### src/rtl/cdc_pkg.sv
// Shared definitions for the 4-phase handshake blocks (tx now, rx later).
//   hs_state_t           : handshake FSM state encoding
//   phase_cnt_width(t)   : phase counter width able to hold the value t
package cdc_pkg;

    typedef enum logic [1:0] {
        IDLE   = 2'd0,
        REQ_HI = 2'd1,
        REQ_LO = 2'd2
    } hs_state_t;

    // A zero timeout still needs a 1-bit counter so the port widths stay legal.
    function automatic int phase_cnt_width(input int t);
        return (t > 0) ? $clog2(t + 1) : 1;
    endfunction

endpackage

### src/rtl/synchronizer.sv
// Two-flop synchronizer for signals entering the clk domain.
//   clk : destination clock
//   d   : asynchronous input
//   q   : synchronized output, two cycles of latency
// The flops are intentionally not reset; they flush within two cycles.
module synchronizer #(
    parameter int WIDTH = 1
) (
    input  logic             clk,
    input  logic [WIDTH-1:0] d,
    output logic [WIDTH-1:0] q
);

    logic [WIDTH-1:0] meta;

    always_ff @(posedge clk) begin
        meta <= d;
        q    <= meta;
    end

endmodule

### src/rtl/cdc_handshake_tx.sv
// Transmit side of a 4-phase request/acknowledge clock-domain crossing.
//   clk, rst        : clock and synchronous active-high reset
//   in_data/valid   : local payload offer
//   in_ready        : block can accept (transfer on in_valid && in_ready)
//   xfer_req/data   : registered request and payload towards the remote domain
//   xfer_ack_async  : remote acknowledge, unsynchronized
//   busy            : handshake in progress
//   timeout_err     : sticky, a handshake phase overran TIMEOUT_CYCLES
//
// state  | meaning
// IDLE   | waiting for a local offer
// REQ_HI | request raised, waiting for ack to rise
// REQ_LO | request dropped, waiting for ack to fall
module cdc_handshake_tx
    import cdc_pkg::*;
#(
    parameter int WIDTH          = 8,
    parameter int TIMEOUT_CYCLES = 1024
) (
    input  logic             clk,
    input  logic             rst,
    input  logic [WIDTH-1:0] in_data,
    input  logic             in_valid,
    output logic             in_ready,
    output logic             xfer_req,
    output logic [WIDTH-1:0] xfer_data,
    input  logic             xfer_ack_async,
    output logic             busy,
    output logic             timeout_err
);

    localparam int             CW       = phase_cnt_width(TIMEOUT_CYCLES);
    localparam bit             TO_EN    = (TIMEOUT_CYCLES > 0);
    localparam logic [CW-1:0]  CNT_MAX  = CW'(TIMEOUT_CYCLES);
    localparam logic [CW-1:0]  CNT_LAST = CW'((TIMEOUT_CYCLES > 0) ? TIMEOUT_CYCLES - 1 : 0);

    hs_state_t     state;
    logic          ack_s;
    logic [CW-1:0] phase_cnt;
    logic [CW-1:0] phase_cnt_inc;
    logic          phase_expired;
    logic [1:0]    settle_cnt;

    synchronizer #(.WIDTH(1)) u_ack_sync (
        .clk (clk),
        .d   (xfer_ack_async),
        .q   (ack_s)
    );

    // The cycle that makes the count reach TIMEOUT_CYCLES is the expiring one,
    // so a phase lasts at most TIMEOUT_CYCLES cycles.
    assign phase_expired = TO_EN && (phase_cnt == CNT_LAST);
    // Saturate so a stuck REQ_LO never wraps and re-arms.
    assign phase_cnt_inc = (phase_cnt == CNT_MAX) ? phase_cnt : phase_cnt + CW'(1);

    assign in_ready = (state == IDLE) && !ack_s && (settle_cnt == 2'd2);
    assign busy     = (state != IDLE);

    always_ff @(posedge clk) begin
        if (rst) begin
            state       <= IDLE;
            xfer_req    <= 1'b0;
            xfer_data   <= '0;
            timeout_err <= 1'b0;
            phase_cnt   <= '0;
            settle_cnt  <= 2'd0;
        end else begin
            if (settle_cnt != 2'd2) begin
                settle_cnt <= settle_cnt + 2'd1;
            end
            case (state)
                IDLE: begin
                    if (in_valid && in_ready) begin
                        xfer_data <= in_data;
                        xfer_req  <= 1'b1;
                        state     <= REQ_HI;
                        phase_cnt <= '0;
                    end
                end
                REQ_HI: begin
                    if (ack_s) begin
                        xfer_req  <= 1'b0;
                        state     <= REQ_LO;
                        phase_cnt <= '0;
                    end else if (phase_expired) begin
                        // Withdraw the request; the remote may still ack late.
                        timeout_err <= 1'b1;
                        xfer_req    <= 1'b0;
                        state       <= REQ_LO;
                        phase_cnt   <= '0;
                    end else begin
                        phase_cnt <= phase_cnt_inc;
                    end
                end
                REQ_LO: begin
                    if (!ack_s) begin
                        state     <= IDLE;
                        phase_cnt <= '0;
                    end else begin
                        // Never leave with ack high: the next request would be
                        // indistinguishable from the stale acknowledge.
                        if (phase_expired) begin
                            timeout_err <= 1'b1;
                        end
                        phase_cnt <= phase_cnt_inc;
                    end
                end
                default: begin
                    state     <= IDLE;
                    xfer_req  <= 1'b0;
                    phase_cnt <= '0;
                end
            endcase
        end
    end

endmodule
### config.mk
export PLATFORM = sky130hd
export DESIGN_NAME = cdc_handshake_tx
export DESIGN_NICKNAME = d
export VERILOG_FILES = /design/src/rtl/cdc_pkg.sv /design/src/rtl/synchronizer.sv /design/src/rtl/cdc_handshake_tx.sv
export SDC_FILE = /design/constraint.sdc
export NUM_CORES = 1
export LEC_CHECK = 0
export ABC_AREA = 1
export BUFFER_PORTS_ARGS = -buffer_cell sky130_fd_sc_hd__buf_2
export CORE_MARGIN = 2
export CORE_UTILIZATION = 59
export CTS_CLUSTER_DIAMETER = 60
export DETAILED_ROUTE_END_ITERATION = 7
export GPL_ROUTABILITY_DRIVEN = 0
export PLACE_DENSITY = 0.83
export SLEW_MARGIN = 5
export SYNTH_ARGS = -nofsm -noshare
export SYNTH_HDL_FRONTEND = slang
export SYNTH_SLANG_ARGS = --single-unit
export TNS_END_PERCENT = 20
### constraint.sdc
create_clock -name clk -period 3.3 [get_ports clk]
set_clock_uncertainty 0.15 [all_clocks]
set_input_delay 0.33 -clock clk [delete_from_list [all_inputs] [get_ports clk]]
set_output_delay 0.33 -clock clk [all_outputs]
set_load 0.02 [all_outputs]
======== Yosys cells after proc, flatten, opt, wreduce, memory -nomap -nowiden ========
Index checks and enable logic that the tools add are counted.
Widths: inputs -> output; s select.
word-level totals
  flip-flop bits (word level) ............. 27
  output and inout port bits .............. 12
  word-level logic and storage cells ...... 52
cells by class
  reductions and logical operators ........ 11
  equal/unequal tests ..................... 11
  bitwise operators ....................... 1
  add/subtract/negate cells ............... 2
  muxes and demuxes ....................... 19
operator list
  operator               number
  $mux 11                5
  $pmux 11 s3            1
  $add 11x1->11 const B  1
  $eq 11x10->1 const B   1
  $eq 11x11->1 const B   1
  $reduce_and 3->1       3
  $mux 2                 4
  $mux 1                 6
  $ne 2x2->1 const B     3
  $pmux 2 s3             1
  $eq 2x2->1 const B     2
  $ne 2x1->1 const B     2
  $reduce_bool 2->1      2
  $logic_and 1x1->1      3
  $ne 3x2->1 const B     1
  $pmux 1 s3             1
  $add 2x1->2 const B    1
  $eq 2x1->1 const B     1
  $logic_not 2->1        1
  $pmux 1 s2             1
  $reduce_and 2->1       1
  $logic_not 1->1        1
  $not 1->1              1

======== Logic depth before layout (Yosys ltp) ========
  depth after elaboration ................. 6
  mapped depth ............................ 9

======== By module ========
Synthesis repeated with hierarchy kept, for this count alone.
unflattened totals
  cell total of the unflattened synthesis .. 190
  area total of the unflattened synthesis .. 1376.3 um2
modules (own cells, without submodules)
  module            area an instance (um2)  instances  cells each  seq. area each (um2)
  cdc_handshake_tx  1336.3                  1          188         500.5
  synchronizer      40.0                    1          2           40.0

======== Worst setup path after synthesis ========
Ideal clock, no wire load.
  path type ............................... register to register
  start point ............................. register state[0]
  end point ............................... register phase_cnt[6]
  period minus slack after synthesis ...... 1674 ps
  data required time ...................... 3036 ps
  cell stages (with the launch flop) ...... 10
  slack ................................... 1626 ps
  arrival ................................. 1409 ps
  path through ............................ dfxtp_1 inv_1 ha_1 nand4_4 nand2_4 nand2_1 inv_1 or2_2 nand2_1 nor2_1
on the way
  longest elaborated chain between the ends .. 5
  elaborated cells on any way between the ends .. 8
  classes of those cells .................. 3 x eq/ne; 1 x mux; 4 x reduce/logical
RTL lines
  what                            line                                            source
  start, declared                 cdc_handshake_tx.sv:37                          hs_state_t state;
  start signal, assigned          cdc_handshake_tx.sv:61                          state <= IDLE;
  start signal, assigned          cdc_handshake_tx.sv:76                          state <= REQ_HI;
  start signal, assigned          cdc_handshake_tx.sv:83                          state <= REQ_LO;
  $logic_not 2->1                 cdc_handshake_tx.sv:56, cdc_handshake_tx.sv:71
  $logic_and 1x1->1 (2 in a row)  cdc_handshake_tx.sv:56                          assign in_ready = (state == IDLE) && !ack_s && (settle_cnt == 2'd2);
  $logic_and 1x1->1               cdc_handshake_tx.sv:73                          if (in_valid && in_ready) begin
  $ne 2x1->1 (no source line)     --
  end signal, assigned            cdc_handshake_tx.sv:92                          phase_cnt <= phase_cnt_inc;
  end signal, assigned            cdc_handshake_tx.sv:105                         phase_cnt <= phase_cnt_inc;
  end, declared                   cdc_handshake_tx.sv:39                          logic [CW-1:0] phase_cnt;
Parallel ways exist; a longest one is shown, timed or not.
A chain may end at the register's enable or synchronous reset.

======== Worst setup path in the final report ========
  start point ............................. register state[0]
  end point ............................... output in_ready
on the way
  longest elaborated chain between the ends .. 3
RTL lines
  what                            line                    source
  $logic_not 2->1                 cdc_handshake_tx.sv:56
  $logic_and 1x1->1 (2 in a row)  cdc_handshake_tx.sv:56
  end, declared                   cdc_handshake_tx.sv:24  output logic in_ready,
Every way passes these cells.

==> run_results.csv <==
group,metric,value,unit
hold_path,hp-class,"in2reg",
sta,whs,0.1006,ns
route,drcViolationCount,0,
sta,timing.setup.tns,0,ns
global_routing,grt_overflow,0,
route,antenna_left,0,
floorplan,ios,24,
cts,cts_tree,"yes",
outcome,status,"finished clean",
finish,area_growth,11.95,%
worst_setup_path,required,2.82,ns
worst_setup_path,crit_arrival,1.48,ns
placement,port_buffers,23,
finish,drive_gt1_frac,0.1689,
worst_setup_path,max_stage_delay,0.36,ns
worst_setup_path,cp_num_buf_inv,3,
floorplan,die_x,52.76,µm
global_routing,grt_max_degree,19,
synthesis,syn_nets,219,
worst_setup_path,cp_top_family,"flip-flops",
global_routing,grt_pass1_wl,4754,µm
sta,worstMarginPinSlew,0.3598,ns
worst_setup_path,worstSetupStartpointType,"register",
cts,clk_pin_slew,0.15,ns
power,leakagePower,0.6943,nW
route,dr.first_iter.drc_count,56,
sta,period_share,0.5948,
sta,max_clock_freq,509.5,MHz
cts,cts_buffer_depth,2,
global_routing,grt_pass1_vias,1181,
worst_setup_path,critical_path_class,"reg2out",
floorplan,die_h,52.76,µm
global_routing,grtUsageTotal,0.2273,
cts,h-tree-depth,1,
synthesis,postSynthCellCount,200,
power,ir_drop,0.4083,mV
route,viasPerCell,5.304,
worst_setup_path,end_kind,"primary output",
global_routing,antenna_found_initial,0,
synthesis,postSynthAreaPerCell,7.013,µm²
synthesis,ys_types,24,
worst_setup_path,crit_chain,"inv_1 -> ha_1 -> nand3_1 -> inv_1 -> buf_2",
placement,place_hpwl,2181,µm
finish,final_common_cell,"nand2_1",
route,wire_per_inst,11.09,µm
floorplan,dieArea,2783,µm²
finish,mostFrequentLayoutCells,"55 x nand2_1, 27 x dfxtp_1, 26 x inv_1",
finish,diodes,0,
route,drtPass1Iterations,4,
cts,cts.sinks,27,
sta,rsz0062_at_grt,"no",
synthesis,syn-cell-area,1403,µm²
power,p_total,0.0008508,W
worst_setup_path,cp_max_fo,4,
finish,fin_nets,245,
cts,cts_setup_buffers,0,
floorplan,core,2233,µm²
sta,hold_violations,0,
synthesis,synth_top_area_cell,"dfxtp_1",
worst_setup_path,cpMostUsedCell,"inv_1",
route,vias,1342,
floorplan,start_util,0.6280,
cts,clock_latency,0.32,ns
sta,relSlewSlack,0.7599,
sta,period_needed,1.963,ns
sta,setup_violations,0,
synthesis,ys_top_cells_by_area,"dfxtp_1 39%, nand2_1 15%, nand3_1 7.1%, inv_1 7.0%, a21oi_1 6.8%",
floorplan,placementRows,17,
flow_run,maxCapViolations,0,
power,power_density,541.8,nW/µm²
route,totalWireLength,2807,µm
synthesis,yosys_warnings,0,
synthesis,synth_seq_cells,27,
finish,fin_util,0.7031,
placement,dp_slack,1.437,ns
worst_setup_path,slowest_stage,"dfxtp_1",
cts,cts_root_buffer,"clkbuf_4",
synthesis,synth_seq_area_share,0.3854,
sta,drv_slew,0,
cts,cts_inserted_buffers,3,
sta,layout_setup_ws,1.337,ns
synthesis,synth_top_cell_area_share,0.3854,
-- worst reg2reg max path: cells and delay by family (launching register included) --
| family | cells | cell delay [ns] |
|---|---|---|
| simple gates | 6 | 0.83 |
| flops | 1 | 0.39 |
| fa+ha+maj | 1 | 0.30 |
| buf+inv | 2 | 0.14 |
-- Yosys cell counts (all sizes together) --
cell	count
a211oi	1
o21ai	4
xor2	1
buf	2
a21oi	19
inv	27
nor3	4
dfxtp	27
nand3	21
or2	1
nand4	6
nor2	21
clkbuf	1
ha	7
nand2	58
-- kinds of logic (layout without fill, tap and decap cells) --
logic type	count (synthesis)	after routing	synth area share
simple gates	111	111	0.3729
xor+xnor	1	1	0.006246
buf+inv	30	55	0.08563
fa+ha+maj	7	7	0.06244
flops	27	27	0.3854
compound gates	24	24	0.08742
-- flip-flops by register name, summed over array words and instances, names as in the netlist --
| signal | cells |
|---|---|
| u_ack_sync.meta | 1 |
| state | 2 |
| xfer_req | 1 |
| xfer_data | 8 |
| phase_cnt | 11 |
| settle_cnt | 2 |
| timeout_err | 1 |
| u_ack_sync.q | 1 |
-- report_power, final --
| part | internal [W] | switching, W |
|---|---|---|
| Clock | 0.0000472 | 0.0000930 |
| Sequential | 0.000360 | 0.0000257 |
| Combinational | 0.000103 | 0.000222 |
-- path summary, 6_finish.rpt --
check | start | to | slack, ns | depth (start not counted)
worst max-delay path | state[0] | in_ready | 1.34 | 5
worst min-delay path | in_data[4] | xfer_data[4] | 0.10 | 3
worst max register to register | state[0] | phase_cnt[6] | 1.40 | 9
worst min register to register | u_ack_sync.meta | u_ack_sync.q | 0.19 | 0
-- layout make-up --
cell class / count / area [µm²]
Clock buffer: 4 / 26.28
Timing Repair Buffer: 24 / 125.1
Inverter: 27 / 101.3
Multi-Input combinational cell: 143 / 742.0
Sequential cell: 27 / 540.5
Fill cell: 180 / 663.1
Tap cell: 28 / 35.03
-- per-stage QoR --
step / instance area, µm² / instances
after floorplan: 1403 / 200
after global placement: 1534 / 248
after detailed placement: 1534 / 248
after CTS: 1570 / 253
after global routing: 1570 / 253
final: 1570 / 253
-- timing repair --
item,in CTS,in global routing
gates resized for setup,0,0
hold buffers,1,0
hold endpoints to repair,1,0
setup endpoints to repair,0,0
-- metal layers --
metal / track usage / wire (µm)
met5: 0 / 0
met4: 0.07265 / 25
met3: 0.03714 / 92
met2: 0.4146 / 1454
met1: 0.2668 / 1234
Power figures use the tool's default switching activity.
